[src/rtl/accum_ctrl_gen.sv]
// accum_ctrl_gen: sequences SET/UPD/WB/SET_AND_WB ctrl words to the MVU accumulator.
// Ports: clk, rst (sync, high), inst_* handshake, beat_valid in; accum_ctrl, busy, done, err out.
module accum_ctrl_gen #(
  parameter int NDPE       = 2,
  parameter int NUM_ACCUM  = 8,
  parameter int ACCIDW     = 4,
  parameter int PASSW      = 16,
  parameter int CTRL_DELAY = 1
) (
  input  logic                           clk,
  input  logic                           rst,
  input  logic                           inst_valid,
  output logic                           inst_ready,
  input  logic [ACCIDW-1:0]              inst_size,
  input  logic [PASSW-1:0]               inst_passes,
  input  logic                           beat_valid,
  output logic [3*NDPE*(3+ACCIDW)-1:0]   accum_ctrl,
  output logic                           busy,
  output logic                           done,
  output logic [1:0]                     err
);

  localparam int CW = 3 + ACCIDW;
  localparam logic [ACCIDW-1:0] ONE_A = 1;
  localparam logic [PASSW-1:0]  ONE_P = 1;
  localparam logic [ACCIDW-1:0] MAXS  = ACCIDW'(NUM_ACCUM);

  typedef enum logic {IDLE, RUN} state_t;

  state_t state, state_nx;
  logic [ACCIDW-1:0] size_q, size_nx;
  logic [ACCIDW-1:0] addr_q, addr_nx;
  logic [PASSW-1:0]  passes_q, passes_nx;
  logic [PASSW-1:0]  pass_q, pass_nx;
  logic [1:0]        err_nx;
  logic [CW-1:0]     word;
  logic              done_src;
  logic              last_addr, last_pass, final_beat;
  logic              accept, illegal;
  logic [1:0]        op;

  // {done, ctrl word} delay line; last stage drives the outputs
  logic [CW:0] pipe [CTRL_DELAY];

  always_comb begin
    last_addr  = (addr_q == size_q - ONE_A);
    last_pass  = (pass_q == passes_q - ONE_P);
    final_beat = (state == RUN) && beat_valid && last_addr && last_pass;
    // the final beat frees the slot, so the next instruction has no bubble
    inst_ready = (state == IDLE) || final_beat;
    accept     = inst_valid && inst_ready;
    illegal    = (inst_size == '0) || (inst_size > MAXS) || (inst_passes == '0);
    if (passes_q == ONE_P)  op = 2'd3;
    else if (pass_q == '0)  op = 2'd0;
    else if (last_pass)     op = 2'd2;
    else                    op = 2'd1;
  end

  always_comb begin
    state_nx  = state;
    size_nx   = size_q;
    passes_nx = passes_q;
    addr_nx   = addr_q;
    pass_nx   = pass_q;
    err_nx    = err;
    word      = '0;
    done_src  = 1'b0;
    if (beat_valid) begin
      if (state == RUN) begin
        word = {1'b1, op, size_q};
        // address wraps on size, matching the accumulator's own wrap
        if (last_addr) begin
          addr_nx = '0;
          pass_nx = pass_q + ONE_P;
        end else begin
          addr_nx = addr_q + ONE_A;
        end
        if (final_beat) begin
          state_nx = IDLE;
          done_src = 1'b1;
        end
      end else begin
        err_nx[0] = 1'b1;
      end
    end
    if (accept) begin
      if (illegal) begin
        err_nx[1] = 1'b1;
        done_src  = 1'b1;
      end else begin
        size_nx   = inst_size;
        passes_nx = inst_passes;
        addr_nx   = '0;
        pass_nx   = '0;
        state_nx  = RUN;
      end
    end
  end

  always_ff @(posedge clk) begin
    if (rst) begin
      state    <= IDLE;
      size_q   <= '0;
      passes_q <= '0;
      addr_q   <= '0;
      pass_q   <= '0;
      err      <= '0;
      for (int i = 0; i < CTRL_DELAY; i++) pipe[i] <= '0;
    end else begin
      state    <= state_nx;
      size_q   <= size_nx;
      passes_q <= passes_nx;
      addr_q   <= addr_nx;
      pass_q   <= pass_nx;
      err      <= err_nx;
      pipe[0]  <= {done_src, word};
      for (int i = 1; i < CTRL_DELAY; i++) pipe[i] <= pipe[i-1];
    end
  end

  assign busy       = (state == RUN);
  assign done       = pipe[CTRL_DELAY-1][CW];
  assign accum_ctrl = {(3*NDPE){pipe[CTRL_DELAY-1][CW-1:0]}};

endmodule

[config.mk]
export PLATFORM = sky130hd
export DESIGN_NAME = accum_ctrl_gen
export DESIGN_NICKNAME = d
export VERILOG_FILES = /design/src/rtl/accum_ctrl_gen.sv
export SDC_FILE = /design/constraint.sdc
export NUM_CORES = 1
export LEC_CHECK = 0
export ABC_AREA = 1
export CAP_MARGIN = 10
export CORE_MARGIN = 2
export CORE_UTILIZATION = 52
export DETAILED_ROUTE_END_ITERATION = 12
export PLACE_DENSITY_LB_ADDON = 0.08
export SLEW_MARGIN = 5
export SYNTH_ARGS = -nofsm -noshare
export SYNTH_HDL_FRONTEND = slang
export SYNTH_SLANG_ARGS = --single-unit
[constraint.sdc]
create_clock -name clk -period 3 [get_ports clk]
set_input_delay 0.6 -clock clk [delete_from_list [all_inputs] [get_ports clk]]
set_output_delay 0.6 -clock clk [all_outputs]
set_load 0.01 [all_outputs]
# After elaboration in Yosys (flattened, before gate mapping)
# Memories as Yosys holds them, arrays and structs flattened.
# Index checks and enable logic that the tools add are counted.
[classes]
add_sub_neg = 4
n_mul = 0
div_mod_pow = 0
magnitude_cmp = 1
eq_ne = 3
n_shift = 0
mux = 30
bitwise = 2
reduce_logical = 14
[op_table]
columns = ["operator", "count"]
rows = [
  ["$mux 16", 5],
  ["$logic_not 16->1", 2],
  ["$mux 4", 5],
  ["$add 16x1->16 const B", 1],
  ["$eq 16x1->1 const B", 1],
  ["$eq 16x16->1", 1],
  ["$sub 16x1->16 const B", 1],
  ["$mux 1", 14],
  ["$mux 7", 2],
  ["$mux 8", 1],
  ["$reduce_or 8->1", 1],
  ["$mux 2", 3],
  ["$reduce_and 2->1", 3],
  ["$add 4x1->4 const B", 1],
  ["$eq 4x4->1", 1],
  ["$gt 4x4->1 const B", 1],
  ["$logic_and 1x1->1", 4],
  ["$logic_not 4->1", 1],
  ["$sub 4x1->4 const B", 1],
  ["$logic_or 1x1->1", 3],
  ["$not 1->1", 2],
]
[word_totals]
register_bits = 43
latchBits = 0
mem_bits_rw = 8
mem_bits_ro = 0
output_inout_bits = 47
n_memories = 1
[memory_table]
columns = ["memory", "depth", "word_bits", "rd", "rd_clocked_by_memory_dff", "wr", "line", "source"]
rows = [
  ["pipe", 1, 8, 1, 0, 1, "43", "logic [CW:0] pipe [CTRL_DELAY];"],
]

# Depth between registers and ports, before layout
[depth]
ltp_word = 10
ltp_mapped = 19
mapped_depth_nobuf = 18

# Least setup slack after synthesis
# Ideal clock, no wire load.
[synth_path]
kind = "flip-flop to output port"
from = "register passes_q[0]"
to = "output port inst_ready"
arrival_ns = 1.721
setup_slack_ns = 0.679
path_stages_with_launch = 13
path_cell_list = "dfxtp_1 inv_2 ha_1 xor2_1 nand2_1 nor2_1 nand2_1 nor2_1 nand2_1 nor2_2 nand3_2 nand2_4 buf_2"
[synth_via]
elab_chain_len = 4
[synth_lines]
columns = ["item", "line", "source"]
rows = [
  ["start, declared", "33", "logic [PASSW-1:0] passes_q, passes_nx;"],
  ["start signal, assigned", "112", "passes_q <= passes_nx;"],
  ["$sub 16x1->16", "47", "last_pass = (pass_q == passes_q - ONE_P);"],
  ["$eq 16x16->1", "47", ""],
  ["$logic_and 1x1->1", "48", "final_beat = (state == RUN) && beat_valid && last_addr && last_pass;"],
  ["$logic_or 1x1->1", "50", "inst_ready = (state == IDLE) || final_beat;"],
  ["end, declared", "13", "output logic inst_ready,"],
]
# Every way passes these cells.

# Worst setup path in the final report
[layout_path]
from = "register passes_q[7]"
to = "output port inst_ready"
# The elaborated chain is that of the path after synthesis.

==> metrics <==
clock transition at the registers of the reported paths roughly 0.1 ns; Max-slew headroom between 50% and 60%; post-route cell area roughly 4200 um2; placeable core region 6420 um2; overall die area between 7000 and 8000 um2; start-to-end type of the worst setup path flip-flop to output pin; filler cell count 603; worst min path class flip-flop to flip-flop; kind of end point of the critical path output pin; Yosys warning total 0; count of mapped cells out of synthesis 547; hold-fix buffer count after cts 0; unrepaired setup endpoints after global routing false; Leak 2.11 nW; sequence of cells on the critical path nor2_1 -> nand3_1 -> nor2_1 -> nand2_1 -> nand2_1 -> nand4_1 -> nor2_4 -> nand3_2 -> nand2_4 -> dlygate4sd2_1; net count of the finished layout 615; Worst Clk Skew 0.0111 ns; Max rail drop VDD 0.211 mV; Setup TNS Final 0 ns; post-CTS setup buffer count 0; largest net degree at the start of global routing 37; Worst Path Max Fanout 5; n_diodes 0; power per unit of standard cell area 385 nW/um2; Avg Cell Area, Syn 6.40 um2; total track usage 22.8%; adder-cell share of the synthesized area about 2.1%; synthesized cell area 3500 um2; y dimension of the die 86.0 um; global route total overflow 0; CP required 2.40 ns; area fraction in compound gates after synthesis 1.90%; Slew Viols, Final 0; clock tree root driver cell sky130_fd_sc_hd__clkbuf_8; share of cells above drive strength 1 6.31%; later-pin clock latency in the skew report between 0.3 and 0.4 ns; detailed router's first-iteration violation count around 160; Register-to-Register Setup Slack between 0.4 and 0.5 ns; post-detail-place hpwl approximately 6300 um; horizontal die dimension between 80 and 90 um; endpoints failing setup 0; post-synth top area share 29.2%; largest incremental delay on the critical path 0.37 ns; parity-gate share of the synthesized area counting xor and xnor cells 7.26%; status finished clean; top-level port count just over 70; cell with the biggest individual delay on the critical path sky130_fd_sc_hd__dfxtp_1; vias 3253; end point of the critical path inst_ready; port buffer count 70; number of rows in the core area 29; average detailed-routed wire length per instance around 12 um; core occupancy in the finished layout between 60% and 70%; cts bufs inserted 5; largest cells by area after synthesis sky130_fd_sc_hd__dfxtp_1 29%, sky130_fd_sc_hd__nand2_1 14%, sky130_fd_sc_hd__inv_1 12%; H-tree Lvls 2; worst setup path startpoint passes_q[7]; number of nets produced by synthesis 577; simple-gate area share of the yosys netlist 37.6%; number of global-route vias before repair just under 3000; cell area after placement 4040 um2; clock sinks 51; area growth from synthesis to layout 18.7%; maximum clock insertion buffer count 2; Crit Reg-Reg Endpoint pass_q[13]; post-synthesis cell type with the largest combined area sky130_fd_sc_hd__dfxtp_1; startpoint kind of the worst setup timing path flip-flop; maximum capacitance violations 0; length in cells of the worst reg-to-reg path 14; multiplexer share of the synthesized area less than 1%; first-pass GRT wire length 13500 um; RR Startpoint passes_q[7]; post-synthesis register bit count 51; detailed-route wire length about 8100 um; number of distinct library cell variants in the gate-level netlist after synthesis 34; transition at the pin with the smallest max-transition slack 0.720 ns; combinational family with the most area after synthesis simple AND/OR/NAND/NOR gates; data arrival time of the worst path 2.21 ns; DRC viols 0; part of the cycle the worst path needs 93.7%; per-cell via count in the routed design 4.91; ANT nets after route 0; maximum operating frequency 0.356 GHz; first drt pass iteration count 4; antenna violations before repair 0; effective utilization at floorplan about 54%; final weighted congestion in routability-driven placement 0.971; Final Critical Period around 2.8 ns; register area share after synthesis around 30%; number of hold violations in the final report 0; TritonCTS clock tree yes
## flip-flops by register name (all words and copies together), names as in the netlist
signal and flops:
pass_q 16, passes_q 16, pipe 8, addr_q 4, size_q 4, err 2
busy 1
## power by group
group	total [mW]	switching [mW]	internal [mW]
Clock	0.426	0.253	0.173
Sequential	0.733	0.0270	0.706
Combinational	0.441	0.265	0.176
## metrics by stage
stage | power, mW | std cells | hold WS, ns | setup slack (ns)
5_1_grt | 1.71 | 663 | 0.487 | 0.0320
6_report | 1.60 | 663 | 0.469 | 0.189
3_5_place_dp | 1.18 | 655 | 0.456 | 0.0483
4_1_cts | 1.61 | 663 | 0.474 | 0.145
2_1_floorplan | 1.06 | 547 | 0.443 | 0.679
3_3_place_gp | 1.17 | 655 | 0.446 | 0.100
## per-layer routing
layer | vias up | share of wire, % | wire length (um) | global-route usage [%]
li1 | 1714 | - | - | -
met1 | 1453 | 46 | 3750 | 30.0
met2 | 79 | 48 | 3920 | 38.3
met3 | 7 | 4.3 | 346 | 3.95
met4 | 0 | 1.2 | 94 | 6.06
met5 | - | 0 | 0 | 0
## logic make-up after synthesis
logic type | count (synthesis)
xor gates and xnor gates | 29
AOI/OAI and AO/OA | 12
muxes | 1
adders and majority gates | 6
buffers and inverters | 161
DFF | 51
and+or+nand+nor | 287
## cells in the mapped netlist, drive strengths merged
library cell / n
a211oi: 1
a21oi: 4
a41oi: 1
and2: 1
buf: 44
clkbuf: 5
clkinv: 1
dfxtp: 51
ha: 6
inv: 111
mux2i: 1
nand2: 128
nand3: 31
nand3b: 5
nand4: 36
nor2: 73
nor3: 6
nor4: 5
o21ai: 6
or3: 1
or4: 1
xnor2: 10
xor2: 19
## layout by cell type, fill, tap and decap left out, drive strengths merged, types with 6 or more instances in the layout
| cell | n |
|---|---|
| buf | 10 |
| clkdlybuf4s50 | 69 |
| dfxtp | 51 |
| ha | 6 |
| inv | 113 |
| nand2 | 128 |
| nand3 | 31 |
| nand4 | 36 |
| nor2 | 73 |
| nor3 | 6 |
| o21ai | 6 |
| xnor2 | 10 |
| xor2 | 19 |
## repair_timing
item	4_1_cts	5_1_grt
pin swaps	1	0
gates resized for setup	5	2
endpoints found under the setup margin	1	1
## cell type report
| type | count | area, um2 | area share, % |
|---|---|---|---|
| clock buffer | 5 | 68.8 | 1.66 |
| clock inverter | 3 | 27.5 | 0.663 |
| sequential | 51 | 1020 | 24.6 |
| tap | 77 | 96.3 | 2.32 |
| timing repair buffer | 80 | 774 | 18.6 |
| inverter | 112 | 420 | 10.1 |
| multi-input combinational | 335 | 1740 | 42.0 |
## how the worst min path moves through the flow
stage,startpoint,endpoint,depth (start not counted)
after floorplan,size_q[3],pipe[0][3],2
after CTS,err[1],err[1],2
after global placement,err[1],err[1],2
final,err[1],err[1],2
after detailed placement,err[1],err[1],2
after global routing,size_q[3],pipe[0][3],2
## worst max-delay path: cells and delay by family (launching register included)
| kind | cells | cell delay [ns] |
|---|---|---|
| DFF | 1 | 0.37 |
| and+or+nand+nor | 9 | 1.27 |
| buffers and inverters | 1 | 0.26 |
(Power assumes the default switching activity.)
==> RTL change (same flow settings) <==
The parameter `PASSW` goes from 16 to 15.
--- a/src/rtl/accum_ctrl_gen.sv
+++ b/src/rtl/accum_ctrl_gen.sv
@@ -6,3 +6,3 @@
   parameter int ACCIDW     = 4,
-  parameter int PASSW      = 16,
+  parameter int PASSW      = 15,
   parameter int CTRL_DELAY = 1
Ports: changed (resized inst_passes); port bits go from 71 to 70. No check against the original RTL was run, so the function may have changed too.
==> RTL change against the unedited design <==
- sequential power fell by 2%
- clock power is 8.5% higher
- count of clock-buffer cells in the layout is the same
- worst setup slack better by 0.0094 ns
- synthesized area decreased by 0.18%
- sequential cell count is 2 lower
- wire length grew 0.52%
- cell area about the same
- total power grew 0.89%
- first-iteration DRC count is 1.9% higher
- largest cell class unchanged
==> RTL change: results (changes against the unedited design) <==
* Worst slew margin at 60.3% (+8.4 points)
* Synth top area cells: dfxtp_1 (28%), nand2_1 (15%), inv_1 (11%)
* Worst Path Arrival at 2.20 ns
* Worst min-delay path class: flop to flop
* Filler cell count at 618 (+2.5%)
* P_leak at 2.07 nW (-1.8%)
* CTS max path bufs at 2 (unchanged)
* Clock transition at the registers of the reported paths at 0.09 ns
* Maximum vdd drop at 191 uV (-9.3%)
* Vias in the first global route at 2,969 (-0.37%)
* Antenna diode instance count at 0 (unchanged)
* Yosys cell types at 30 (-12%)
* Yosys warning count at 0 (unchanged)
* F_max at 357 MHz (+0.34%)
* Initial antenna violation count at 0 (unchanged)
* I/O Buffers at 69 (-1.4%)
* Status: complete, no violations
* Vias/cell at 4.89 (-0.27%)
* Worst Path Max Fanout at 5 (unchanged)
* Commonest cells in the synthesized netlist: nand2_1 (144), inv_1 (102), nor2_1 (69)
* Pre-Repair DR Iteration Count at 4 (unchanged)
* Post-synth ARST share at 0% (unchanged)
* Layout cell share with drive strength beyond 1 at 6.86% (+0.54 points)
* HPWL after DPL at 6.42 mm (+2.3%)
* All-Layer GR Usage at 22.9% (+0.11 points)
* Largest net degree at the start of global routing at 31 (-16%)
* H-tree depth at 2 (unchanged)
* Maxcap violations at 0 (unchanged)
* First-pass GRT wire length at 13.7 mm (+1.7%)
* RD Place Congestion at 0.913 (-6.0%)
* Clk Latency, worst-skew pair at 0.30 ns (-0.02 ns)
* Syn nets at 591 (+2.4%)
* Largest registers: pass_q (15), passes_q (15), pipe (8)
* Average wire per standard cell at 12.1 um (-1.3%)
* Internal power at 1.11 mW (+4.8%)
* Setup Skew at 0.00681 ns (-0.00427 ns)
* Share of the yosys chip area belonging to registers at 28.1% (-1.1 points)
* CTS root buffer: clkbuf_8
* Cts bufs inserted at 5 (unchanged)
* First DRT Iteration DRCs at 162 (+1.9%)
* Nets at 627 (+2.0%)
[RTL change: cell families after synthesis]
logic type | Yosys count | share of synthesized area [%]
AOI/OAI and AO/OA | 21 | 3.12
xor gates and xnor gates | 23 | 6.16
adders and majority gates | 6 | 2.15
buffers and inverters | 159 | 21.5
DFF | 49 | 28.1
and+or+nand+nor | 304 | 39.0
[RTL change: metrics by stage]
step	power (mW)	setup WS (ns)	util [%]	instance area, um2	instances
2_1_floorplan	1.04	0.629	-	3490	562
3_3_place_gp	1.15	0.193	62.6	4020	666
3_5_place_dp	1.16	0.175	62.6	4020	666
4_1_cts	1.62	0.155	64.4	4140	675
5_1_grt	1.73	0.00304	64.6	4150	675
6_report	1.61	0.199	64.6	4150	675
[RTL change: path summary, 6_finish.rpt]
path                            cells after the start      start  slack (ns)          to
worst max-delay path                               11  size_q[0]        0.20  inst_ready
worst min-delay path                                2     err[1]        0.46      err[1]
worst max register to register                     15  size_q[0]        0.42  pass_q[10]
worst min register to register                      2     err[1]        0.46      err[1]
[RTL change: critical path: stages (launching register included)]
cell and delay (ns):
dfxtp_1 0.33, inv_1 0.09, ha_1 0.31, xor2_1 0.16, nand3_1 0.10, nand3b_1 0.18, nor2_2 0.13, nand2_1 0.08
inv_1 0.09, nand3_2 0.11, nand2_2 0.09, clkdlybuf4s15_1 0.23
[RTL change: layout make-up]
cell class / instances / area share (%)
Inverter: 104 / 9.41
Clock inverter: 2 / 0.844
Sequential cell: 49 / 23.7
Tap cell: 77 / 2.32
Timing Repair Buffer: 84 / 19.4
Multi-Input combinational cell: 354 / 42.7
Clock buffer: 5 / 1.66
[RTL change: per-layer routing]
metal | routed length [um] | vias to the layer above | global-route usage, %
li1 | - | 1758 | -
met1 | 3910 | 1454 | 31.3
met2 | 3730 | 81 | 36.9
met3 | 402 | 10 | 4.04
met4 | 100 | 0 | 6.49
met5 | 0 | - | 0
[RTL change: power groups by stage]
| stage | clock network [mW] | registers, mW | logic (mW) |
|---|---|---|---|
| finish | 0.462 | 0.716 | 0.436 |
| global route | 0.506 | 0.720 | 0.502 |
| CTS | 0.474 | 0.715 | 0.432 |
| detailed placement | 0 | 0.730 | 0.428 |
| global placement | 0 | 0.730 | 0.424 |
| floorplan | 0 | 0.724 | 0.318 |
[RTL change: what timing repair did]
item,4_1_cts,5_1_grt
cloned,0,0
setup buffers,2,0
pin swaps,2,0
setup endpoints to repair,1,1
resized for setup,3,2
